==> src/rtl/sdi_pkg.sv <==
// sdi_pkg: shared TRS constants, preamble FSM states, XYZ field positions and protection helper.
package sdi_pkg;
    localparam int VIDEO_W = 10;
    localparam logic [VIDEO_W-1:0] TRS_3FF = 10'h3FF;
    localparam logic [VIDEO_W-1:0] TRS_000 = 10'h000;
    localparam int XYZ_ONE = 9;
    localparam int XYZ_F   = 8;
    localparam int XYZ_V   = 7;
    localparam int XYZ_H   = 6;
    localparam int XYZ_P3  = 5;
    localparam int XYZ_P0  = 2;
    typedef enum logic [1:0] {SEARCH, GOT_3FF, GOT_0A, GOT_0B} trs_state_e;
    function automatic logic [3:0] trs_prot(input logic f, input logic v, input logic h);
        return {v ^ h, f ^ h, f ^ v, f ^ v ^ h};
    endfunction
endpackage

==> src/rtl/sdi_trs_detect.sv <==
// sdi_trs_detect: preamble FSM over accepted words plus XYZ decode and protection check.
module sdi_trs_detect
    import sdi_pkg::*;
(
    input  logic               clk,
    input  logic               rst_n,
    input  logic [VIDEO_W-1:0] data_i,
    input  logic               valid_i,
    output logic               xyz_o,
    output logic               hit_o,
    output logic               err_o,
    output logic               f_o,
    output logic               v_o,
    output logic               h_o
);
    trs_state_e state_q;
    logic       is_3ff, is_000, prot_ok;
    assign is_3ff  = data_i == TRS_3FF;
    assign is_000  = data_i == TRS_000;
    assign f_o     = data_i[XYZ_F];
    assign v_o     = data_i[XYZ_V];
    assign h_o     = data_i[XYZ_H];
    assign prot_ok = data_i[XYZ_ONE] && (data_i[XYZ_P3:XYZ_P0] == trs_prot(f_o, v_o, h_o));
    // The word after a complete preamble is the XYZ word whatever its value.
    assign xyz_o   = valid_i && (state_q == GOT_0B);
    assign hit_o   = xyz_o && prot_ok;
    assign err_o   = xyz_o && !prot_ok;
    always_ff @(posedge clk) begin
        if (!rst_n)
            state_q <= SEARCH;
        else if (valid_i)
            case (state_q)
                SEARCH:  state_q <= is_3ff ? GOT_3FF : SEARCH;
                GOT_3FF: state_q <= is_000 ? GOT_0A : is_3ff ? GOT_3FF : SEARCH;
                GOT_0A:  state_q <= is_000 ? GOT_0B : is_3ff ? GOT_3FF : SEARCH;
                default: state_q <= SEARCH;
            endcase
    end
endmodule

==> src/rtl/sdi_trs_decoder.sv <==
// sdi_trs_decoder: strips TRS/blanking from the SDI word stream and forwards active samples
// with SAV/EAV pulses, F/V flags, line count, active line length and lock status.
module sdi_trs_decoder
    import sdi_pkg::*;
#(
    parameter int VIDEO_WIDTH = 10,
    parameter int SAMPLE_W    = 12,
    parameter int LINE_W      = 11
) (
    input  logic                   clk,
    input  logic                   rst_n,
    input  logic [VIDEO_WIDTH-1:0] video_data,
    input  logic                   video_valid,
    output logic [VIDEO_WIDTH-1:0] out_data,
    output logic                   out_valid,
    output logic                   sav,
    output logic                   eav,
    output logic                   f,
    output logic                   v,
    output logic [LINE_W-1:0]      line_num,
    output logic [SAMPLE_W-1:0]    active_len,
    output logic                   trs_err,
    output logic                   locked
);
    logic xyz, hit, err, xf, xv, xh;
    logic sav_hit, eav_hit, new_tag, leave;
    logic [3:0][VIDEO_WIDTH-1:0] word_q, word_d;
    logic [3:0]                  tag_q, tag_d;
    logic [SAMPLE_W-1:0]         cnt_q, cnt_d, cnt_inc, new_len, len_q, len_d;
    logic [LINE_W-1:0]           line_q, line_d;
    logic [VIDEO_WIDTH-1:0]      od_q, od_d;
    logic ov_q, ov_d, sav_q, sav_d, eav_q, eav_d, err_q, err_d;
    logic f_q, f_d, v_q, v_d, lock_q, lock_d, active_q, active_d;

    sdi_trs_detect u_detect (
        .clk     (clk),
        .rst_n   (rst_n),
        .data_i  (video_data),
        .valid_i (video_valid),
        .xyz_o   (xyz),
        .hit_o   (hit),
        .err_o   (err),
        .f_o     (xf),
        .v_o     (xv),
        .h_o     (xh)
    );

    assign sav_hit = hit && !xh;
    assign eav_hit = hit && xh;
    assign new_tag = active_q && !v_q && !xyz;
    assign leave   = video_valid && tag_q[3];
    assign cnt_inc = (leave && cnt_q != '1) ? cnt_q + SAMPLE_W'(1) : cnt_q;
    // The word leaving s3 on the EAV accept is the last sample of the line.
    assign new_len = active_q ? cnt_inc : '0;

    always_comb begin
        word_d   = video_valid ? {word_q[2:0], video_data} : word_q;
        // EAV retroactively untags its own preamble sitting in s0..s2.
        tag_d    = video_valid ? {tag_q[2:0] & ~{3{eav_hit}}, new_tag} : tag_q;
        cnt_d    = sav_hit ? '0 : cnt_inc;
        active_d = sav_hit ? 1'b1 : eav_hit ? 1'b0 : active_q;
        f_d      = hit ? xf : f_q;
        v_d      = hit ? xv : v_q;
        len_d    = eav_hit ? new_len : len_q;
        line_d   = !eav_hit ? line_q :
                   (xv && !v_q) ? LINE_W'(1) :
                   (line_q == '1) ? line_q : line_q + LINE_W'(1);
        lock_d   = err ? 1'b0 :
                   eav_hit ? (new_len == len_q && len_q != '0) : lock_q;
        od_d     = video_valid ? word_q[3] : od_q;
        ov_d     = leave;
        sav_d    = sav_hit;
        eav_d    = eav_hit;
        err_d    = err;
    end

    always_ff @(posedge clk) begin
        if (!rst_n) begin
            word_q   <= '0;
            tag_q    <= '0;
            cnt_q    <= '0;
            active_q <= 1'b0;
            f_q      <= 1'b0;
            v_q      <= 1'b0;
            len_q    <= '0;
            line_q   <= '0;
            lock_q   <= 1'b0;
            od_q     <= '0;
            ov_q     <= 1'b0;
            sav_q    <= 1'b0;
            eav_q    <= 1'b0;
            err_q    <= 1'b0;
        end else begin
            word_q   <= word_d;
            tag_q    <= tag_d;
            cnt_q    <= cnt_d;
            active_q <= active_d;
            f_q      <= f_d;
            v_q      <= v_d;
            len_q    <= len_d;
            line_q   <= line_d;
            lock_q   <= lock_d;
            od_q     <= od_d;
            ov_q     <= ov_d;
            sav_q    <= sav_d;
            eav_q    <= eav_d;
            err_q    <= err_d;
        end
    end

    assign out_data   = od_q;
    assign out_valid  = ov_q;
    assign sav        = sav_q;
    assign eav        = eav_q;
    assign f          = f_q;
    assign v          = v_q;
    assign line_num   = line_q;
    assign active_len = len_q;
    assign trs_err    = err_q;
    assign locked     = lock_q;
endmodule
==> config.mk <==
export PLATFORM = sky130hd
export DESIGN_NAME = sdi_trs_decoder
export DESIGN_NICKNAME = d
export VERILOG_FILES = /design/src/rtl/sdi_pkg.sv /design/src/rtl/sdi_trs_detect.sv /design/src/rtl/sdi_trs_decoder.sv
export SDC_FILE = /design/constraint.sdc
export NUM_CORES = 1
export LEC_CHECK = 0
export ABC_AREA = 1
export ABC_CLOCK_PERIOD_IN_PS = 2500
export BUFFER_PORTS_ARGS = -buffer_cell sky130_fd_sc_hd__buf_2
export CAP_MARGIN = 20
export CORE_ASPECT_RATIO = 1.25
export CORE_MARGIN = 1.5
export CORE_UTILIZATION = 40
export DETAILED_ROUTE_END_ITERATION = 12
export GPL_TIMING_DRIVEN = 1
export MAX_ROUTING_LAYER = met4
export PLACE_DENSITY_LB_ADDON = 0.05
export SYNTH_ARGS = -nofsm -noshare
export SYNTH_HDL_FRONTEND = slang
export SYNTH_SLANG_ARGS = --single-unit
==> constraint.sdc <==
create_clock -name clk -period 2.5 [get_ports clk]
set_input_delay 0.125 -clock clk [delete_from_list [all_inputs] [get_ports clk]]
set_output_delay 0.125 -clock clk [all_outputs]
set_load 0.01 [all_outputs]
==> results of run 1 <==
[final cells by class]
cell class | instances | area, um2 | area share
Clock buffer | 9 | 225.2 | 0.04493
Clock inverter | 7 | 60.06 | 0.01198
Inverter | 54 | 202.7 | 0.04044
Multi-Input combinational cell | 435 | 2072 | 0.4134
Sequential cell | 99 | 1982 | 0.3954
Tap cell | 132 | 165.2 | 0.03295
Timing Repair Buffer | 58 | 305.3 | 0.06091
[power by group]
part	total (W)	switching, W	internal, W
Combinational	0.000193	0.000131	0.0000624
Sequential	0.00165	0.0000233	0.00163
Clock	0.00134	0.000650	0.000693
[cell families after synthesis]
family                     share of synthesized area
and+or+nand+nor                               0.3313
AOI/OAI and AO/OA                             0.1217
xor gates and xnor gates                     0.01007
DFF                                           0.4556
adders and majority gates                    0.01150
buffers and inverters                        0.06989
[worst reg2reg max path, stage by stage, from the launching register on]
cell	delay, ns
dfxtp_1	0.38
ha_1	0.25
inv_2	0.05
nor2_1	0.23
nand3_4	0.20
nand2_2	0.19
nand2_1	0.09
nand3_1	0.13
nor2_1	0.05
nor2_1	0.13
nand2_1	0.07
nor2_1	0.13
nand3_1	0.10
a21oi_1	0.13
[per-stage QoR]
| stage | utilization | cells |
|---|---|---|
| after floorplan | - | 612 |
| after global placement | 0.4446 | 778 |
| after detailed placement | 0.4446 | 778 |
| after CTS | 0.4715 | 794 |
| after global routing | 0.4722 | 794 |
| final | 0.4722 | 794 |
[cells in the final DEF, fill, tap and decap left out, drive strengths merged]
master    Yosys  routed
nor3          7       7
nand3        40      40
nand2       119     119
ha            4       4
buf           5      58
nor2        138     138
nand3b        2       2
clkinv        0       2
xor2          4       4
dfxtp        99      99
nor3b         1       1
a31oi         1       1
a21oi        25      25
a211oi        1       1
o21ai        59      59
nor4          1       1
clkbuf       19       9
o31ai         1       1
o22ai        12      12
inv          54      57
clkinvlp      0       2
nand4        18      18
xnor2         1       1
a311oi        1       1
[synthesized netlist by cell type, drive strengths merged]
library cell / number
nor2: 138
a311oi: 1
nand2: 119
nor3b: 1
nor3: 7
dfxtp: 99
inv: 54
ha: 4
nand3: 40
nor4: 1
nand4: 18
nand3b: 2
a211oi: 1
xor2: 4
buf: 5
o21ai: 59
xnor2: 1
a31oi: 1
o31ai: 1
a21oi: 25
o22ai: 12
clkbuf: 19
[how the worst max path moves through the flow]
stage / startpoint / endpoint / cells after the start
after global routing: cnt_q[0] / locked / 13
after CTS: cnt_q[0] / locked / 13
final: cnt_q[0] / locked / 13
after floorplan: line_num[0] / line_num[9] / 12
after global placement: video_data[6] / line_num[4] / 13
after detailed placement: cnt_q[0] / locked / 13
[metal layers]
metal,wire (um),vias to the layer above,part of all wire,track usage
met5,0,-,0,-
met4,188,0,0.018,0.07169
met3,243,13,0.023,0.02978
met2,5618,47,0.53,0.3587
met1,4626,1911,0.43,0.2274
li1,-,2080,-,-
[flip-flops by register name, indices dropped and copies added (netlist names)]
name / flops
active_len: 12
active_q: 1
cnt_q: 12
eav: 1
f: 1
line_num: 11
locked: 1
out_data: 10
out_valid: 1
sav: 1
tag_q: 4
trs_err: 1
u_detect.state_q: 2
v: 1
word_q: 40
==> metrics.md, run 1 <==
| Metric | Value |
|---|---|
| Fraction of layout cells with a size suffix above 1 | 0.1480 |
| Hold path depth | 3 |
| Sequential element share of the synthesized area | 0.4556 |
| Die width | ~96 um |
| FF+latch count, synth | just under 100 |
| Synthesized area per cell | 7.109 um2 |
| Minimum hold slack | 0.05018 ns |
| Routed vias/inst | between 5 and 6 |
| Post-route minimum period | about 2.2 ns |
| Top-Level Pins | 53 |
| Initial DRT Pass Iterations | 4 |
| Overall power | 0.003187 W |
| Clock Latency Late Sink | around 0.35 ns |
| Die Ht | roughly 120 um |
| Post-DR wirelength/cell | around 13 um |
| RR Startpoint | cnt_q[0] |
| Delay-heaviest family, CP | simple AND/OR/NAND/NOR gates |
| Diodes inserted | 0 |
| Top-area cell type share of the netlist area | 0.4556 |
| DP Wirelength | around 7700 um |
| Fillcell total | ~1100 |
| Hold_sp | video_data[0] |
| Initial antenna violation count | 0 |
| Worst EP arrival | roughly 2.5 ns |
| Reg2Reg Depth | 13 |
| Max Transition Viols Final | 0 |
| GRT Total Usage | 0.2028 |
| Worst slew pin tran | 0.5345 ns |
| Setup Buffers After CTS | 0 |
| ANT nets after route | 0 |
| Cell variety after synth | 36 |
| First-pass GRT wire length | approximately 18000 um |
| Max Cap Viol | 0 |
| R2R Path End | locked |
| Setup_tns | 0 ns |
| Buffers & Inverters on Critical Path | 1 |
| Outcome | finished, final reports clean |
| DR vias | around 4100 |
| Crit share post-route | 0.8834 |
| Final Setup Violations | 0 |
| CTS H-tree lvls | 3 |
| Clock Path Buffers | 2 |
| Post-Place Worst Slack | about 0.28 ns |
| RSZ-0062 raised after global routing | false |
| Vias in the first global route | about 3800 |
| Worst slew margin | 0.6437 |
| Root Buffer | clkbuf_16 |
| GRT overflow | 0 |
| Crit start category | register |
| CTS buffer count | 9 |
| Final instance area | ~5000 um2 |
| Setup CP Type | register to register |
| CP most frequent cell | nor2_1 |
| CTS tree | yes |
| Placed cell areas | roughly 4700 um2 |
| Hold buffers post-CTS | 0 |
| Worst-path fanout max | 11 |
| Slowest cell on crit path | dfxtp_1 |
| WL final | between 10000 and 15000 um |
| Cells after Synth | 612 |
| Area leader, netlist | dfxtp_1 |
| Hold Path End | word_q[0] |
| CP required | approximately 2.8 ns |
| Pwr Density | 635.9 nW/um2 |
| Maximum clock frequency | around 0.45 GHz |
| Number of core rows | 42 |
| PnR worst setup slack | just under 0.3 ns |
| Area Overhead vs Synth | 15.21% |
| Critical path's largest stage delay | roughly 0.38 ns |
| Clock Sinks | between 90 and 100 |
| Hold Crit Class | primary input to register |
| Core ar. | ~11000 um2 |
| Lkg Pwr | around 2.2 nW |
| RD Place Congestion | between 0.8 and 0.9 |
| Netlist Area Pre-Place | 4350 um2 |
| Worst VDD drop | just over 0.0004 V |
| Mapped Nets | about 630 |
| CP Cell Sequence | ha_1 -> inv_2 -> nor2_1 -> nand3_4 -> nand2_2 -> nand2_1 -> nand3_1 -> nor2_1 -> nor2_1 -> nand2_1 -> nor2_1 -> nand3_1 -> a21oi_1 |
| Largest net degree at the start of global routing | 65 |
| Initial Utilization | 0.4098 |
| Final #Nets | around 670 |
| Clock Skew | around 0.0098 ns |
| Flop-to-flop setup slack | between 0.2 and 0.3 ns |
| DR iter-0 viols | between 150 and 200 |
| Yosys warnings | 0 |
| Endpoints failing hold | 0 |
| Critical Path Sink Type | register |
| # DRC | 0 |
| Ranking of synthesized cells by area | dfxtp_1 (46%), nor2_1 (11%), nand2_1 (9.9%), o21ai_0 (6.3%), nand3_1 (4.5%) |
| Clock transition at path regs | roughly 0.07 ns |
| I/O Buffers | 52 |
| Die Area | between 10000 and 15000 um2 |
| PostCTS Resize Cnt | 0 |
Power figures use the tool's default switching activity.
==> inputs of run 2 (changes only) <==
==> constraint.sdc (replaced) <==
create_clock -name clk -period 2.5 [get_ports clk]
set_input_delay 0.25 -clock clk [delete_from_list [all_inputs] [get_ports clk]]
set_output_delay 0.25 -clock clk [all_outputs]
set_load 0.01 [all_outputs]
==> metrics.md, run 2 (same netlist as run 1, synthesis figures left out) <==
| Metric | Value |
|---|---|
| Outcome | finished, final reports clean (unchanged) |
| Clock Sinks | 99 (unchanged) |
| Diodes inserted | 0 (unchanged) |
| Post-DR wirelength/cell | 13.53 um (was 13.45 um) |
| Setup CP Type | register to register (unchanged) |
| Crit start category | register (unchanged) |
| PostCTS Resize Cnt | 0 (unchanged) |
| Worst slew margin | 0.5394 (was 0.6437) |
| Number of flip-flops under the largest register name | 40 (unchanged) |
| Die Area | 11520 um2 (unchanged) |
| # DRC | 0 (unchanged) |
| Hold buffers post-CTS | 0 (unchanged) |
| DR iter-0 viols | 136 (was 154) |
| Endpoints failing hold | 0 (unchanged) |
| Pwr Density | 634.3 nW/um2 (was 635.9 nW/um2) |
| Initial DRT Pass Iterations | 4 (unchanged) |
| Final #Nets | 677 (was 674) |
| Overall power | 0.003187 W (about the same) |
| Max Transition Viols Final | 0 (unchanged) |
| Die width | 96.28 um (unchanged) |
| First-pass GRT wire length | 17870 um (was 17690 um) |
| Hold Crit Class | primary input to register (unchanged) |
| Worst slew pin tran | 0.6900 ns (was 0.5345 ns) |
| DR vias | 4065 (was 4051) |
| Clock Path Buffers | 2 (unchanged) |
| Final Setup Violations | 0 (unchanged) |
| Max Cap Viol | 0 (unchanged) |
| Placed cell areas | 4742 um2 (was 4720 um2) |
| DP Wirelength | 7801 um (was 7732 um) |
| Worst-path fanout max | 11 (unchanged) |
| RSZ-0062 raised after global routing | false (unchanged) |
| Core ar. | 10620 um2 (unchanged) |
| Post-route minimum period | 2.209 ns (about the same) |
| CTS buffer count | 9 (unchanged) |
| Clock Skew | 0.004595 ns (was 0.009790 ns) |
| CTS H-tree lvls | 3 (unchanged) |
| Crit share post-route | 0.8835 (was 0.8834) |
| CP required | 2.78 ns (about the same) |
| Lkg Pwr | 2.184 nW (was 2.171 nW) |
| Largest net degree at the start of global routing | 65 (unchanged) |
| Root Buffer | clkbuf_16 (unchanged) |
| ANT nets after route | 0 (unchanged) |
| Vias in the first global route | 3815 (was 3826) |
| Die Ht | 119.6 um (unchanged) |
| Clock transition at path regs | 0.07 ns (about the same) |
| Most frequent cells in the layout | nor2_1 (133), nand2_1 (115), dfxtp_1 (99) (unchanged) |
| Final instance area | 5025 um2 (was 5012 um2) |
| Clock Latency Late Sink | 0.35 ns (about the same) |
| Top-Level Pins | 53 (unchanged) |
| GRT Total Usage | 0.2054 (was 0.2028) |
| Biggest register | word_q (unchanged) |
| Maximum clock frequency | 0.4527 GHz (was 0.4528 GHz) |
| Area Overhead vs Synth | 15.50% (was 15.21%) |
| Setup Buffers After CTS | 0 (unchanged) |
| Initial Utilization | 0.4098 (unchanged) |
| GRT overflow | 0 (unchanged) |
| Fillcell total | 1142 (was 1135) |
| WL final | 10780 um (was 10680 um) |
| Commonest non-fill, non-tap cell in the layout | nor2_1 (unchanged) |
| I/O Buffers | 52 (unchanged) |
| Number of core rows | 42 (unchanged) |
| RD Place Congestion | 0.8429 (was 0.8367) |
| Worst EP arrival | 2.49 ns (about the same) |
| CTS tree | yes (unchanged) |
| Routed vias/inst | 5.100 (was 5.102) |
| Fraction of layout cells with a size suffix above 1 | 0.1519 (was 0.1480) |
| Setup_tns | 0 ns (unchanged) |
| Initial antenna violation count | 0 (unchanged) |
| Worst VDD drop | 0.0003361 V (was 0.0004126 V) |
| Critical Path Sink Type | register (unchanged) |
[run 2: per-stage QoR]
stage	setup slack (ns)	util	hold slack (ns)	cells
2_1_floorplan	0.6688	-	0.3849	612
3_3_place_gp	0.2704	0.4467	0.4311	781
3_5_place_dp	0.2403	0.4467	0.4427	781
4_1_cts	0.2860	0.4734	0.1868	797
5_1_grt	0.009452	0.4734	0.1905	797
6_report	0.2913	0.4734	0.1873	797
[run 2: worst max-delay path, cell delays in order, from the launching register on]
cell and delay, ns:
dfxtp_1 0.39, ha_1 0.25, inv_2 0.05, nor2_1 0.16, nand3_2 0.27, nand2_2 0.24, inv_2 0.08, nand2_1 0.08
nand3_1 0.11, xor2_1 0.17, nand2_1 0.06, nor2_1 0.10, nand3_1 0.07, a21oi_1 0.12
[run 2: path summary, 6_finish.rpt]
| check | from | to | slack (ns) | cells past startpoint |
|---|---|---|---|---|
| max | cnt_q[0] | locked | 0.29 | 13 |
| min | video_data[1] | word_q[1] | 0.19 | 3 |
| max reg2reg | cnt_q[0] | locked | 0.29 | 13 |
| min reg2reg | f | f | 0.45 | 2 |
[run 2: metal layers]
metal | track usage | up-vias | part of all wire
met5 | - | - | 0
met4 | 0.06985 | 0 | 0.017
met3 | 0.03549 | 19 | 0.022
met2 | 0.3609 | 60 | 0.54
met1 | 0.2302 | 1896 | 0.42
li1 | - | 2090 | -
[run 2: layout make-up]
class	count	area (um2)	share of cell area
Clock buffer	9	225.2	0.04482
Multi-Input combinational cell	435	2064	0.4109
Sequential cell	99	1982	0.3944
Clock inverter	7	57.56	0.01145
Tap cell	132	165.2	0.03287
Inverter	54	202.7	0.04034
Timing Repair Buffer	61	327.8	0.06524
[run 2: power breakdown]
part | switching, W | internal [W] | total (W)
logic | 0.000132 | 0.0000644 | 0.000196
clock network | 0.000648 | 0.000691 | 0.00134
registers | 0.0000235 | 0.00163 | 0.00165
total | 0.000803 | 0.00238 | 0.00319
==> inputs of run 3 (changes only) <==
- CORE_ASPECT_RATIO: 1.25 -> 0.9
==> metrics.md, run 3 (same netlist as run 1, synthesis figures left out) <==
| Metric | Value |
|---|---|
| Outcome | finished, final reports clean (unchanged) |
| Worst-path fanout max | 8 (was 11) |
| Post-route minimum period | 2.162 ns (was 2.209 ns) |
| Delay-heaviest family, CP | simple AND/OR/NAND/NOR gates (unchanged) |
| DR vias | 3944 (was 4065) |
| Core ar. | 10420 um2 (was 10620 um2) |
| Crit share post-route | 0.8650 (was 0.8835) |
| Setup_tns | 0 ns (unchanged) |
| Commonest non-fill, non-tap cell in the layout | nor2_1 (unchanged) |
| WL final | 10730 um (was 10780 um) |
| Crit start category | register (unchanged) |
| Diodes inserted | 0 (unchanged) |
| Placed cell areas | 4723 um2 (was 4742 um2) |
| Clock Skew | 0.006986 ns (was 0.004595 ns) |
| Lkg Pwr | 2.182 nW (was 2.184 nW) |
| Initial antenna violation count | 0 (unchanged) |
| Worst VDD drop | 0.0004417 V (was 0.0003361 V) |
| Final instance area | 5022 um2 (was 5025 um2) |
| GRT Total Usage | 0.2048 (was 0.2054) |
| Max Cap Viol | 0 (unchanged) |
| Clock Latency Late Sink | 0.34 ns (was 0.35 ns) |
| DR iter-0 viols | 270 (was 136) |
| Cell Count, Final, Fillers Out | 792 (was 797) |
| Inst Count DP | 776 (was 781) |
| Maximum clock frequency | 0.4624 GHz (was 0.4527 GHz) |
| Clock Path Buffers | 2 (unchanged) |
| Final Setup Violations | 0 (unchanged) |
| Hold Path End | word_q[1] (unchanged) |
| Endpoints failing hold | 0 (unchanged) |
| Post-DR wirelength/cell | 13.55 um (was 13.53 um) |
| ANT nets after route | 0 (unchanged) |
| Worst slew margin | 0.6381 (was 0.5394) |
| Critical path's largest stage delay | 0.39 ns (about the same) |
| # DRC | 0 (unchanged) |
| Hold Crit Class | primary input to register (unchanged) |
| Reg2Reg Depth | 16 (was 13) |
| I/O Buffers | 52 (unchanged) |
| CTS tree | yes (unchanged) |
| Initial Utilization | 0.4174 (was 0.4098) |
| Number of core rows | 35 (was 42) |
| Biggest register | word_q (unchanged) |
| RSZ-0062 raised after global routing | false (unchanged) |
| Fraction of layout cells with a size suffix above 1 | 0.1508 (was 0.1519) |
| Hold_sp | video_data[1] (unchanged) |
| CTS buffer count | 9 (unchanged) |
| RR Startpoint | cnt_q[1] (was cnt_q[0]) |
| Area Overhead vs Synth | 15.44% (was 15.50%) |
| GRT overflow | 0 (unchanged) |
| Die width | 112.9 um (was 96.28 um) |
| Vias in the first global route | 3518 (was 3815) |
| Post-layout util | 0.4819 (was 0.4734) |
| Hold buffers post-CTS | 0 (unchanged) |
| Flop-to-flop setup slack | 0.34 ns (was 0.29 ns) |
| Worst slew pin tran | 0.5428 ns (was 0.6900 ns) |
| Routed vias/inst | 4.980 (was 5.100) |
| Most frequent cells in the layout | nor2_1 (133), nand2_1 (115), dfxtp_1 (99) (unchanged) |
| Top-Level Pins | 53 (unchanged) |
| Critical Path Sink Type | register (unchanged) |
| R2R Path End | locked (unchanged) |
| Setup CP Type | register to register (unchanged) |
| Die Area | 11510 um2 (was 11520 um2) |
| RD Place Congestion | 0.9011 (was 0.8429) |
| CP required | 2.78 ns (about the same) |
| Clock transition at path regs | 0.07 ns (about the same) |
| Die Ht | 101.9 um (was 119.6 um) |
| Hold path depth | 3 (unchanged) |
| Root Buffer | clkbuf_16 (unchanged) |
| Clock Sinks | 99 (unchanged) |
| Pwr Density | 634.2 nW/um2 (was 634.3 nW/um2) |
| Buffers & Inverters on Critical Path | 3 (was 2) |
| DP Wirelength | 7680 um (was 7801 um) |
| CP most frequent cell | nand2_1 |
| CP Cell Sequence | ha_2 -> inv_2 -> nor2_1 -> nand3_4 -> buf_4 -> nand2_4 -> nand2_1 -> nand2_2 -> nand2_1 -> nand2_1 -> inv_1 -> nor2_1 -> nand2_1 -> nor2_1 -> nand3_1 -> a21oi_1 (was ha_1 -> inv_2 -> nor2_1 -> nand3_2 -> nand2_2 -> inv_2 -> nand2_1 -> nand3_1 -> xor2_1 -> nand2_1 -> nor2_1 -> nand3_1 -> a21oi_1) |
| Worst EP arrival | 2.44 ns (was 2.49 ns) |
| Final #Nets | 675 (was 677) |
| Initial DRT Pass Iterations | 5 (was 4) |
| Largest net degree at the start of global routing | 65 (unchanged) |
| CTS H-tree lvls | 3 (unchanged) |
| First-pass GRT wire length | 18040 um (was 17870 um) |
| Slowest cell on crit path | dfxtp_1 (unchanged) |
| Max Transition Viols Final | 0 (unchanged) |
| Number of flip-flops under the largest register name | 40 (unchanged) |
==> run 3: worst max path at each step <==
stage	from	end	slack, ns	depth (start not counted)
floorplan	line_num[0]	line_num[9]	0.67	12
global placement	video_data[6]	active_len[9]	0.30	11
detailed placement	video_data[6]	line_num[9]	0.24	14
CTS	cnt_q[1]	locked	0.29	16
global route	cnt_q[1]	locked	0.04	16
finish	cnt_q[1]	locked	0.34	16
==> run 3: layer usage <==
layer,share of wire,global-route usage
met4,0.011,0.05192
met2,0.40,0.2720
met5,0,-
met3,0.056,0.04152
met1,0.53,0.3118
==> run 3: worst register-to-register path: cells and delay by family, from the launching register on <==
| family | cells | cell delay, ns |
|---|---|---|
| flops | 1 | 0.39 |
| simple gates | 11 | 1.07 |
| compound gates | 1 | 0.11 |
| buf+inv | 3 | 0.27 |
| fa+ha+maj | 1 | 0.25 |
==> run 3: layout make-up <==
cell class	instances	area, um2
flip-flops and latches	99	1982
clock buffers	9	225.2
well taps	129	161.4
fillers	1076	5400
multi-input cells	435	2079
repair buffers	59	312.8
inverters	54	202.7
clock inverters	7	58.81
==> run 3: what timing repair did <==
item	4_1_cts	5_1_grt
hold endpoints to repair	0	0
setup endpoints to repair	0	1
buffers inserted	0	0
gates resized for setup	0	3
==> run 3: metrics by stage <==
| step | total power, W | setup slack, ns | hold slack [ns] |
|---|---|---|---|
| final | 0.003185 | 0.3376 | 0.1998 |
| after global routing | 0.003338 | 0.03988 | 0.2174 |
| after CTS | 0.003229 | 0.2893 | 0.1952 |
| after detailed placement | 0.001887 | 0.2418 | 0.4527 |
| after global placement | 0.001885 | 0.3030 | 0.4302 |
| after floorplan | 0.001818 | 0.6688 | 0.3849 |
==> run 3: power by group <==
| part | internal (W) | switching (W) |
|---|---|---|
| Combinational | 0.0000634 | 0.000133 |
| Clock | 0.000695 | 0.000643 |
| Sequential | 0.00163 | 0.0000232 |
| Total | 0.00239 | 0.000798 |
